`config.mk`:
```
export PLATFORM = sky130hd
export DESIGN_NAME = card_deck_dealer_flat
export DESIGN_NICKNAME = d
export VERILOG_FILES = /design/src/rtl/card_pkg.sv /design/src/rtl/card_deck_dealer_if.sv /design/src/rtl/card_deck_dealer_lfsr16.sv /design/src/rtl/card_deck_dealer.sv /design/src/flat_wrapper.sv
export SDC_FILE = /design/constraint.sdc
export NUM_CORES = 1
export LEC_CHECK = 0
export ABC_AREA = 1
export CAP_MARGIN = 5
export CORE_ASPECT_RATIO = 0.5
export CORE_MARGIN = 2
export CORE_UTILIZATION = 40
export CTS_CLUSTER_SIZE = 30
export DETAILED_ROUTE_END_ITERATION = 6
export GPL_ROUTABILITY_DRIVEN = 1
export RECOVER_POWER = 100
export SETUP_SLACK_MARGIN = 0.15
export SLEW_MARGIN = 10
export SYNTH_ARGS = -nofsm -noshare
export SYNTH_HDL_FRONTEND = slang
export SYNTH_SLANG_ARGS = --single-unit
```
`constraint.sdc`:
```
create_clock -name clk -period 2.9 [get_ports clk]
set_clock_uncertainty 0.1 [all_clocks]
set_input_delay 0.435 -clock clk [delete_from_list [all_inputs] [get_ports clk]]
set_output_delay 0.435 -clock clk [all_outputs]
set_load 0.02 [all_outputs]
```
`src/rtl/card_pkg.sv`:
```
// Shared card definitions for the dealer and the blackjack game FSM.
package card_pkg;

    localparam int DECK_SIZE = 52;
    localparam int RANKS     = 13;
    localparam int SUITS     = 4;

    typedef logic [3:0] card_value_t;
    typedef logic [1:0] card_symbol_t;
    typedef logic [5:0] card_idx_t;

    typedef struct packed {
        card_value_t  value;
        card_symbol_t symbol;
    } card_t;

    typedef enum logic {
        ST_IDLE,
        ST_PROBE
    } dealer_state_t;

    // Suit-major layout: idx 0..12 are suit 0, 13..25 suit 1, and so on.
    function automatic card_t idx_to_card(card_idx_t idx);
        card_t c;
        if (idx < 6'd13) begin
            c.symbol = 2'd0;
            c.value  = 4'(idx + 6'd1);
        end else if (idx < 6'd26) begin
            c.symbol = 2'd1;
            c.value  = 4'(idx - 6'd12);
        end else if (idx < 6'd39) begin
            c.symbol = 2'd2;
            c.value  = 4'(idx - 6'd25);
        end else begin
            c.symbol = 2'd3;
            c.value  = 4'(idx - 6'd38);
        end
        return c;
    endfunction

endpackage

```
`src/rtl/card_deck_dealer_if.sv`:
```
// Request/response bundle between the game controller and the card dealer.
interface card_deck_dealer_if;
    import card_pkg::*;

    logic         shuffle;
    logic         draw_req;
    logic         busy;
    logic         card_valid;
    card_value_t  card_value;
    card_symbol_t card_symbol;
    logic [5:0]   cards_left;
    logic         deck_empty;
    logic         draw_err;

    modport master (
        output shuffle, draw_req,
        input  busy, card_valid, card_value, card_symbol,
               cards_left, deck_empty, draw_err
    );

    modport slave (
        input  shuffle, draw_req,
        output busy, card_valid, card_value, card_symbol,
               cards_left, deck_empty, draw_err
    );

endinterface

```
`src/rtl/card_deck_dealer_lfsr16.sv`:
```
// Free-running 16-bit right-shifting Galois LFSR.
module lfsr16 #(
    parameter logic [15:0] SEED = 16'hACE1,
    parameter logic [15:0] TAPS = 16'hB400
) (
    input  logic        clk,
    input  logic        rst,
    output logic [15:0] q
);

    logic [15:0] q_q;
    logic [15:0] q_d;

    always_comb begin
        q_d = q_q >> 1;
        if (q_q[0]) begin
            q_d = (q_q >> 1) ^ TAPS;
        end
    end

    always_ff @(posedge clk) begin
        if (rst) begin
            q_q <= SEED;
        end else begin
            q_q <= q_d;
        end
    end

    assign q = q_q;

endmodule

```
`src/rtl/card_deck_dealer.sv`:
```
// 52-card deck: picks a start slot, then linearly probes the used bitmap
// for the next card still in the deck.
module card_deck_dealer
    import card_pkg::*;
#(
    parameter logic [15:0] SEED   = 16'hACE1,
    parameter bit          RANDOM = 1'b1
) (
    input logic               clk,
    input logic               rst,
    card_deck_dealer_if.slave bus
);

    dealer_state_t state_q, state_d;
    logic [51:0]   used_q, used_d;
    logic [5:0]    cards_left_q, cards_left_d;
    card_idx_t     idx_q, idx_d;
    card_value_t   value_q, value_d;
    card_symbol_t  symbol_q, symbol_d;
    logic          valid_q, valid_d;
    logic          err_q, err_d;
    logic          empty_q, empty_d;

    logic [15:0]   lfsr_q;
    card_idx_t     start_idx;
    card_t         probe_card;

    lfsr16 #(
        .SEED (SEED),
        .TAPS (16'hB400)
    ) u_lfsr (
        .clk (clk),
        .rst (rst),
        .q   (lfsr_q)
    );

    // Fold 52..63 back onto 0..11 so the start slot is always a real card.
    always_comb begin
        start_idx = 6'd0;
        if (RANDOM) begin
            start_idx = lfsr_q[5:0];
            if (lfsr_q[5:0] >= 6'd52) begin
                start_idx = lfsr_q[5:0] - 6'd52;
            end
        end
    end

    assign probe_card = idx_to_card(idx_q);

    always_comb begin
        state_d      = state_q;
        used_d       = used_q;
        cards_left_d = cards_left_q;
        idx_d        = idx_q;
        value_d      = value_q;
        symbol_d     = symbol_q;
        valid_d      = 1'b0;
        err_d        = 1'b0;

        case (state_q)
            ST_IDLE: begin
                if (bus.shuffle) begin
                    used_d       = '0;
                    cards_left_d = 6'd52;
                end else if (bus.draw_req) begin
                    if (cards_left_q == 6'd0) begin
                        err_d = 1'b1;
                    end else begin
                        idx_d   = start_idx;
                        state_d = ST_PROBE;
                    end
                end
            end
            ST_PROBE: begin
                if (bus.shuffle) begin
                    used_d       = '0;
                    cards_left_d = 6'd52;
                    state_d      = ST_IDLE;
                end else if (!used_q[idx_q]) begin
                    used_d[idx_q] = 1'b1;
                    cards_left_d  = cards_left_q - 6'd1;
                    value_d       = probe_card.value;
                    symbol_d      = probe_card.symbol;
                    valid_d       = 1'b1;
                    state_d       = ST_IDLE;
                end else begin
                    idx_d = (idx_q == 6'd51) ? 6'd0 : idx_q + 6'd1;
                end
            end
            default: begin
                state_d = ST_IDLE;
            end
        endcase

        empty_d = (cards_left_d == 6'd0);
    end

    always_ff @(posedge clk) begin
        if (rst) begin
            state_q      <= ST_IDLE;
            used_q       <= '0;
            cards_left_q <= 6'd52;
            idx_q        <= '0;
            value_q      <= '0;
            symbol_q     <= '0;
            valid_q      <= 1'b0;
            err_q        <= 1'b0;
            empty_q      <= 1'b0;
        end else begin
            state_q      <= state_d;
            used_q       <= used_d;
            cards_left_q <= cards_left_d;
            idx_q        <= idx_d;
            value_q      <= value_d;
            symbol_q     <= symbol_d;
            valid_q      <= valid_d;
            err_q        <= err_d;
            empty_q      <= empty_d;
        end
    end

    assign bus.busy        = (state_q == ST_PROBE);
    assign bus.card_valid  = valid_q;
    assign bus.card_value  = value_q;
    assign bus.card_symbol = symbol_q;
    assign bus.cards_left  = cards_left_q;
    assign bus.deck_empty  = empty_q;
    assign bus.draw_err    = err_q;

endmodule

```
`src/flat_wrapper.sv`:
```
// flat-port wrapper written by rule: the top's interface ports become plain ports
module card_deck_dealer_flat import card_pkg::*;
#(
    parameter logic [15:0] SEED   = 16'hACE1,
    parameter bit          RANDOM = 1'b1
)
  (clk, rst, bus_shuffle, bus_draw_req, bus_busy, bus_card_valid, bus_card_value, bus_card_symbol, bus_cards_left, bus_deck_empty, bus_draw_err);
  card_deck_dealer_if bus_i ();
  input logic clk;
  input logic rst;
  input wire logic [$bits(bus_i.shuffle)-1:0] bus_shuffle;
  input wire logic [$bits(bus_i.draw_req)-1:0] bus_draw_req;
  output wire logic [$bits(bus_i.busy)-1:0] bus_busy;
  output wire logic [$bits(bus_i.card_valid)-1:0] bus_card_valid;
  output wire logic [$bits(bus_i.card_value)-1:0] bus_card_value;
  output wire logic [$bits(bus_i.card_symbol)-1:0] bus_card_symbol;
  output wire logic [$bits(bus_i.cards_left)-1:0] bus_cards_left;
  output wire logic [$bits(bus_i.deck_empty)-1:0] bus_deck_empty;
  output wire logic [$bits(bus_i.draw_err)-1:0] bus_draw_err;
  assign bus_i.shuffle = bus_shuffle;
  assign bus_i.draw_req = bus_draw_req;
  assign bus_busy = bus_i.busy;
  assign bus_card_valid = bus_i.card_valid;
  assign bus_card_value = bus_i.card_value;
  assign bus_card_symbol = bus_i.card_symbol;
  assign bus_cards_left = bus_i.cards_left;
  assign bus_deck_empty = bus_i.deck_empty;
  assign bus_draw_err = bus_i.draw_err;
  card_deck_dealer #(.SEED(SEED), .RANDOM(RANDOM)) u_core (.clk(clk), .rst(rst), .bus(bus_i));
endmodule
```
======== After elaboration in Yosys (flattened, before gate mapping) ========
Index checks and enable logic that the tools add are counted.
storage, ports and cells
  RAM bits ................................ 0
  input bits .............................. 4
  register bits after elaboration ......... 90
  memory bits (read-only) ................. 0
  latch bits .............................. 0
  word-level logic and storage cells ...... 76
  memories kept ........................... 0
operators by class
  $mul .................................... 0
  reductions and logical operators ........ 8
  $lt $le $gt $ge ......................... 6
  eq/ne operators ......................... 8
  bitwise logic cells ..................... 6
  shift operators ......................... 0
  add/sub/neg operators ................... 6
  muxes and demuxes ....................... 32
  divide/modulo/power cells ............... 0
operator list
  cell                 number
  $mux 52              3
  $pmux 52 s2          1
  $mux 6               13
  $or 52x52->52        1
  $pmux 6 s2           2
  $mux 16              1
  $logic_not 6->1      2
  $ne 2x2->1 const B   6
  $mux 1               9
  $sub 4x4->4 const B  2
  $lt 6x7->1 const B   1
  $add 6x1->6 const B  1
  $bmux 1 s6           1
  $demux 1 s6          1
  $eq 6x6->1 const B   1
  $ge 6x1->1 const B   1
  $ge 6x6->1 const B   1
  $lt 6x4->1 const B   1
  $lt 6x5->1 const B   1
  $lt 6x6->1 const B   1
  $sub 6x1->6 const B  1
  $sub 6x6->6 const B  1
  $reduce_and 5->1     1
  $not 1->1            4
  9 further kinds      9

======== Depth between registers and ports, before layout ========
  word-level depth ........................ 8
  gate-level depth with buffers ........... 18
  gate-level depth less buffers ........... 16

======== By module ========
From an unflattened synthesis, not the netlist that was laid out.
second synthesis, totals
  cell total of the unflattened synthesis .. 623
  area total of the unflattened synthesis .. 4,443.0 sq um
modules (own cells, without submodules)
  module            area each (sq um)  seq. area each (sq um)  instances  cells each
  card_deck_dealer  3,871.2            1,481.4                 1          559
  lfsr16            571.8              320.3                   1          64

======== Worst setup path before layout ========
No wires, ideal clock.
  path type ............................... reg2reg
  from .................................... register u_core.idx_q[2]
  to ...................................... register u_core.value_q[1] (netlist: u_core.bus.card_value[1])
  path buffers ............................ 1
  setup time .............................. 0.135 ns
  stages on the path, launching flop included .. 11
  path slack .............................. 0.915 ns
  arrival time ............................ 1.750 ns
  cell sequence ........................... dfxtp_1 > buf_2 > inv_1 > ha_1 > nand2_1 > a31oi_1 > inv_1 > a211oi_1 > a21oi_1 > o21ai_0 > a211oi_2
on the way
  word-level cells in the longest chain between the ends .. 4
ends and longest elaborated chain
  what                                                                RTL line                                text
  start, declared                                                     card_deck_dealer.sv:17                  card_idx_t idx_q, idx_d;
  start signal, assigned                                              card_deck_dealer.sv:113                 idx_q <= idx_d;
  $bmux 1 s6 / $lt 6x6->1 (equally long branches)                     card_deck_dealer.sv:79, card_pkg.sv:31
  $mux 1 (not written as such) / $mux 6 (equally long branches)       card_deck_dealer.sv:79, card_pkg.sv:31
  $not 1->1 (no source line) / $mux 6 (equally long branches)         n/a
  $reduce_and 3->1 (no source line) / $mux 6 (equally long branches)  n/a
  end signal, assigned                                                card_deck_dealer.sv:114                 value_q <= value_d;
  end, declared                                                       card_deck_dealer.sv:18                  card_value_t value_q, value_d;
Several ways; a longest one is shown, not always the timed one. The select of a mux whose other input is x is not followed.
A chain may end at the register's enable or synchronous reset.

======== Worst setup path after layout ========
  from .................................... register u_core.idx_q[1]
  to ...................................... register u_core.idx_q[5]
on the way
  word-level cells in the longest chain between the ends .. 5
ends and longest elaborated chain
  what                                              RTL line                text
  $add 6x1->6 / $eq 6x6->1 (equally long branches)  n/a
  $mux 6                                            card_deck_dealer.sv:87  idx_d = (idx_q == 6'd51) ? 6'd0 : idx_q + 6'd1;
  $mux 6                                            card_deck_dealer.sv:79  end else if (!used_q[idx_q]) begin
  $mux 6                                            card_deck_dealer.sv:75  if (bus.shuffle) begin
  $pmux 6 s2                                        card_deck_dealer.sv:60  case (state_q)
Several ways; a longest one is shown, not always the timed one. The select of a mux whose other input is x is not followed.

==> summary.txt <==
Run status
  • Status: finished clean

Logic synthesis
  • Syn Inst Count: 604
  • Post-Synthesis Cell Area: approximately 4400 sq um
  • Yosys cell types: 33
  • Synth top area share: about two fifths
  • Sequential cell area fraction in the yosys report: 41.4%
  • Mean Syn Cell Area: 7.21 sq um
  • Largest area contributor in the netlist: dfxtp_1
  • Ys Warns: 0
  • Net Count, Synth: 622
  • Synth Register Bits: 90
  • Synth top area cells: dfxtp_1 41%, nand3_1 10%, nand2_1 8.7%, inv_1 7.4%, a21oi_1 6.8%

Timing
  • Endpoints failing hold: 0
  • Fmax achieved: 411 MHz
  • RSZ-0062 raised after global routing: false
  • Slew Viols, Final: 0
  • Max-Slew Margin vs Limit: 33.0%
  • # setup viols final: 0
  • Final Critical Period: 2.43 ns
  • Actual slew at the worst max-slew pin: 1.01 ns
  • Post-route setup TNS: 0 ns
  • Period utilization: 83.9%

Routing
  • Detailed-route via count: 3,814
  • DRC viols: 0
  • Detail Route Antenna Nets: 0
  • Routed WL: 10,400 um
  • Mean routed wirelength per cell: roughly 14 um
  • First DRT Iteration DRCs: between 200 and 300
  • Vias per cell: 4.99
  • DRT Pass-1 Iters: 4

Finish
  • Fin cells: between 700 and 800
  • N_diodes: 0
  • Syn-to-layout area delta: 13.2%
  • Layout cells sized above 1: 6.40%
  • Layout Nets: approximately 640

Clocking
  • CTS sink count: 90
  • Worst-skew pair later-pin latency: approximately 0.34 ns
  • Setup Fix Bufs, Post-CTS: 0
  • Clk buf depth: 2
  • CTS tree: yes
  • Num CTS Buffers: 9
  • Root Driver: clkbuf_16
  • Clk slew on worst S/H paths: roughly 0.06 ns
  • Hold-fix buffer count after cts: 0
  • H-tree levels: 3

Pwr
  • P_leak: 2.04 nW
  • Worst ir drop on vdd: around 0.00035 V
  • Power Density: 575 nW/um^2

Global route
  • Largest net degree at the start of global routing: a little under 50
  • Initial antenna violation count: 0
  • GRT Residual Overflow: 0
  • Vias in the first global route: 3,489
  • First-pass GRT wire length: 17,600 um
  • Gr usage total: 18.7%

Place
  • Placer Congestion: between 0.8 and 0.9
  • Dpl hpwl: a little over 7000 um
  • Port Buffers: 19
  • Placed cells: 750

Floorplan
  • Starting Density: 41.8%
  • DIE WIDTH: 152 um
  • CORE AREA: 10,400 sq um
  • FP Rows: 26
  • Die area: 11,800 sq um
  • # IOs: 20
  • Die Y-Extent: 77.8 um

Worst setup path
  • Crit path DAT: 2.60 ns
  • CP required: 3.07 ns
  • Crit path capture type: flop
  • CP Launch Type: flop
  • CP Class: flop to flop
  • R2r setup slk: 0.47 ns
  • CP max FO: 17

Flow run
  • Maxcap violations: 0

Min path
  • Worst Hold Class: flop to flop
## state kept, by name, indices dropped and copies added, names as in the netlist
name,cells
u_core.used_q,52
u_core.u_lfsr.q,16
u_core.bus.cards_left,6
u_core.idx_q,6
u_core.bus.card_value,4
u_core.bus.card_symbol,2
u_core.bus.busy,1
u_core.bus.card_valid,1
u_core.bus.deck_empty,1
u_core.bus.draw_err,1
## kinds of logic after synthesis
kind of cell / after synthesis / share of synthesized area [%]
compound gates: 115 / 14.4
simple gates: 262 / 27.2
xor+xnor: 6 / 1.21
flops: 90 / 41.4
buf+inv: 117 / 11.8
fa+ha+maj: 14 / 4.02
## path summary, 6_finish.rpt
| check | start | endpoint | cells past startpoint |
|---|---|---|---|
| setup / recovery | u_core.idx_q[1] | u_core.idx_q[5] | 14 |
| hold / removal | u_core.u_lfsr.q[9] | u_core.u_lfsr.q[8] | 2 |
| setup reg to reg | u_core.idx_q[1] | u_core.idx_q[5] | 14 |
| hold reg to reg | u_core.u_lfsr.q[9] | u_core.u_lfsr.q[8] | 2 |
## worst max-delay path: stages, from the launching register on
cell	delay (ns)
dfxtp_1	0.30
buf_4	0.18
inv_2	0.31
nand3_1	0.13
nand2_1	0.09
nand2_1	0.06
nand2_1	0.06
inv_1	0.03
nand2_1	0.09
nand2_1	0.13
nand4_4	0.18
nand3_1	0.28
inv_1	0.21
o21ai_0	0.09
a21oi_1	0.13
## routing by layer
layer	wire, um	GRT usage, %
met4	96	3.98
met2	4410	26.9
met5	0	0
met1	5360	28.0
met3	507	4.82
## synth_stat cells (all sizes together)
cell type    n
a211oi       5
a21boi       1
a21oi       59
a31oi        5
buf         19
clkbuf       8
dfxtp       90
ha          14
inv         90
nand2      101
nand3       90
nand4        5
nor2        60
nor3         1
nor3b        1
o211ai       3
o21ai       37
o22a         1
o22ai        4
or2          4
xnor2        3
xor2         3
## stage by stage
step	hold slack [ns]	cell area [sq um]	total power, W	setup WS (ns)	util, %
2_1_floorplan	0.288	4360	0.00161	0.915	-
3_3_place_gp	0.292	4660	0.00172	0.524	44.8
3_5_place_dp	0.299	4660	0.00172	0.479	44.8
4_1_cts	0.310	4950	0.00286	0.457	47.6
5_1_grt	0.323	4930	0.00297	0.227	47.3
6_report	0.306	4930	0.00284	0.466	47.3
## area by class of cell
| class | instances | area (sq um) |
|---|---|---|
| Inverter | 90 | 340 |
| Clock buffer | 13 | 250 |
| Timing Repair Buffer | 33 | 300 |
| Fill cell | 1058 | 5480 |
| Sequential cell | 90 | 1800 |
| Clock inverter | 2 | 37.5 |
| Multi-Input combinational cell | 397 | 2020 |
| Tap cell | 140 | 175 |
## power by group
group          leakage, nW  internal, W  switching [W]
sequential           0.732      0.00127      0.0000198
clock                0.136     0.000688       0.000463
combinational         1.17     0.000121       0.000278
## layout by cell type, fill, tap and decap left out, types with 5 or more instances in the layout
master	netlist	layout
a31oi_1	5	5
clkbuf_1	8	5
o21ai_0	25	32
nand2_1	101	101
ha_1	14	14
nor2_1	54	55
o21ai_1	12	5
nand3_1	88	90
inv_1	86	87
dfxtp_1	90	89
clkbuf_16	0	9
dlygate4sd3_1	0	17
buf_4	10	11
a21oi_1	59	59
## repair_timing
item                                   CTS  global route
endpoints found under the hold margin    0             0
gates resized for setup                  0             1
setup endpoints to repair                0             1
(Power assumes the default switching activity.)
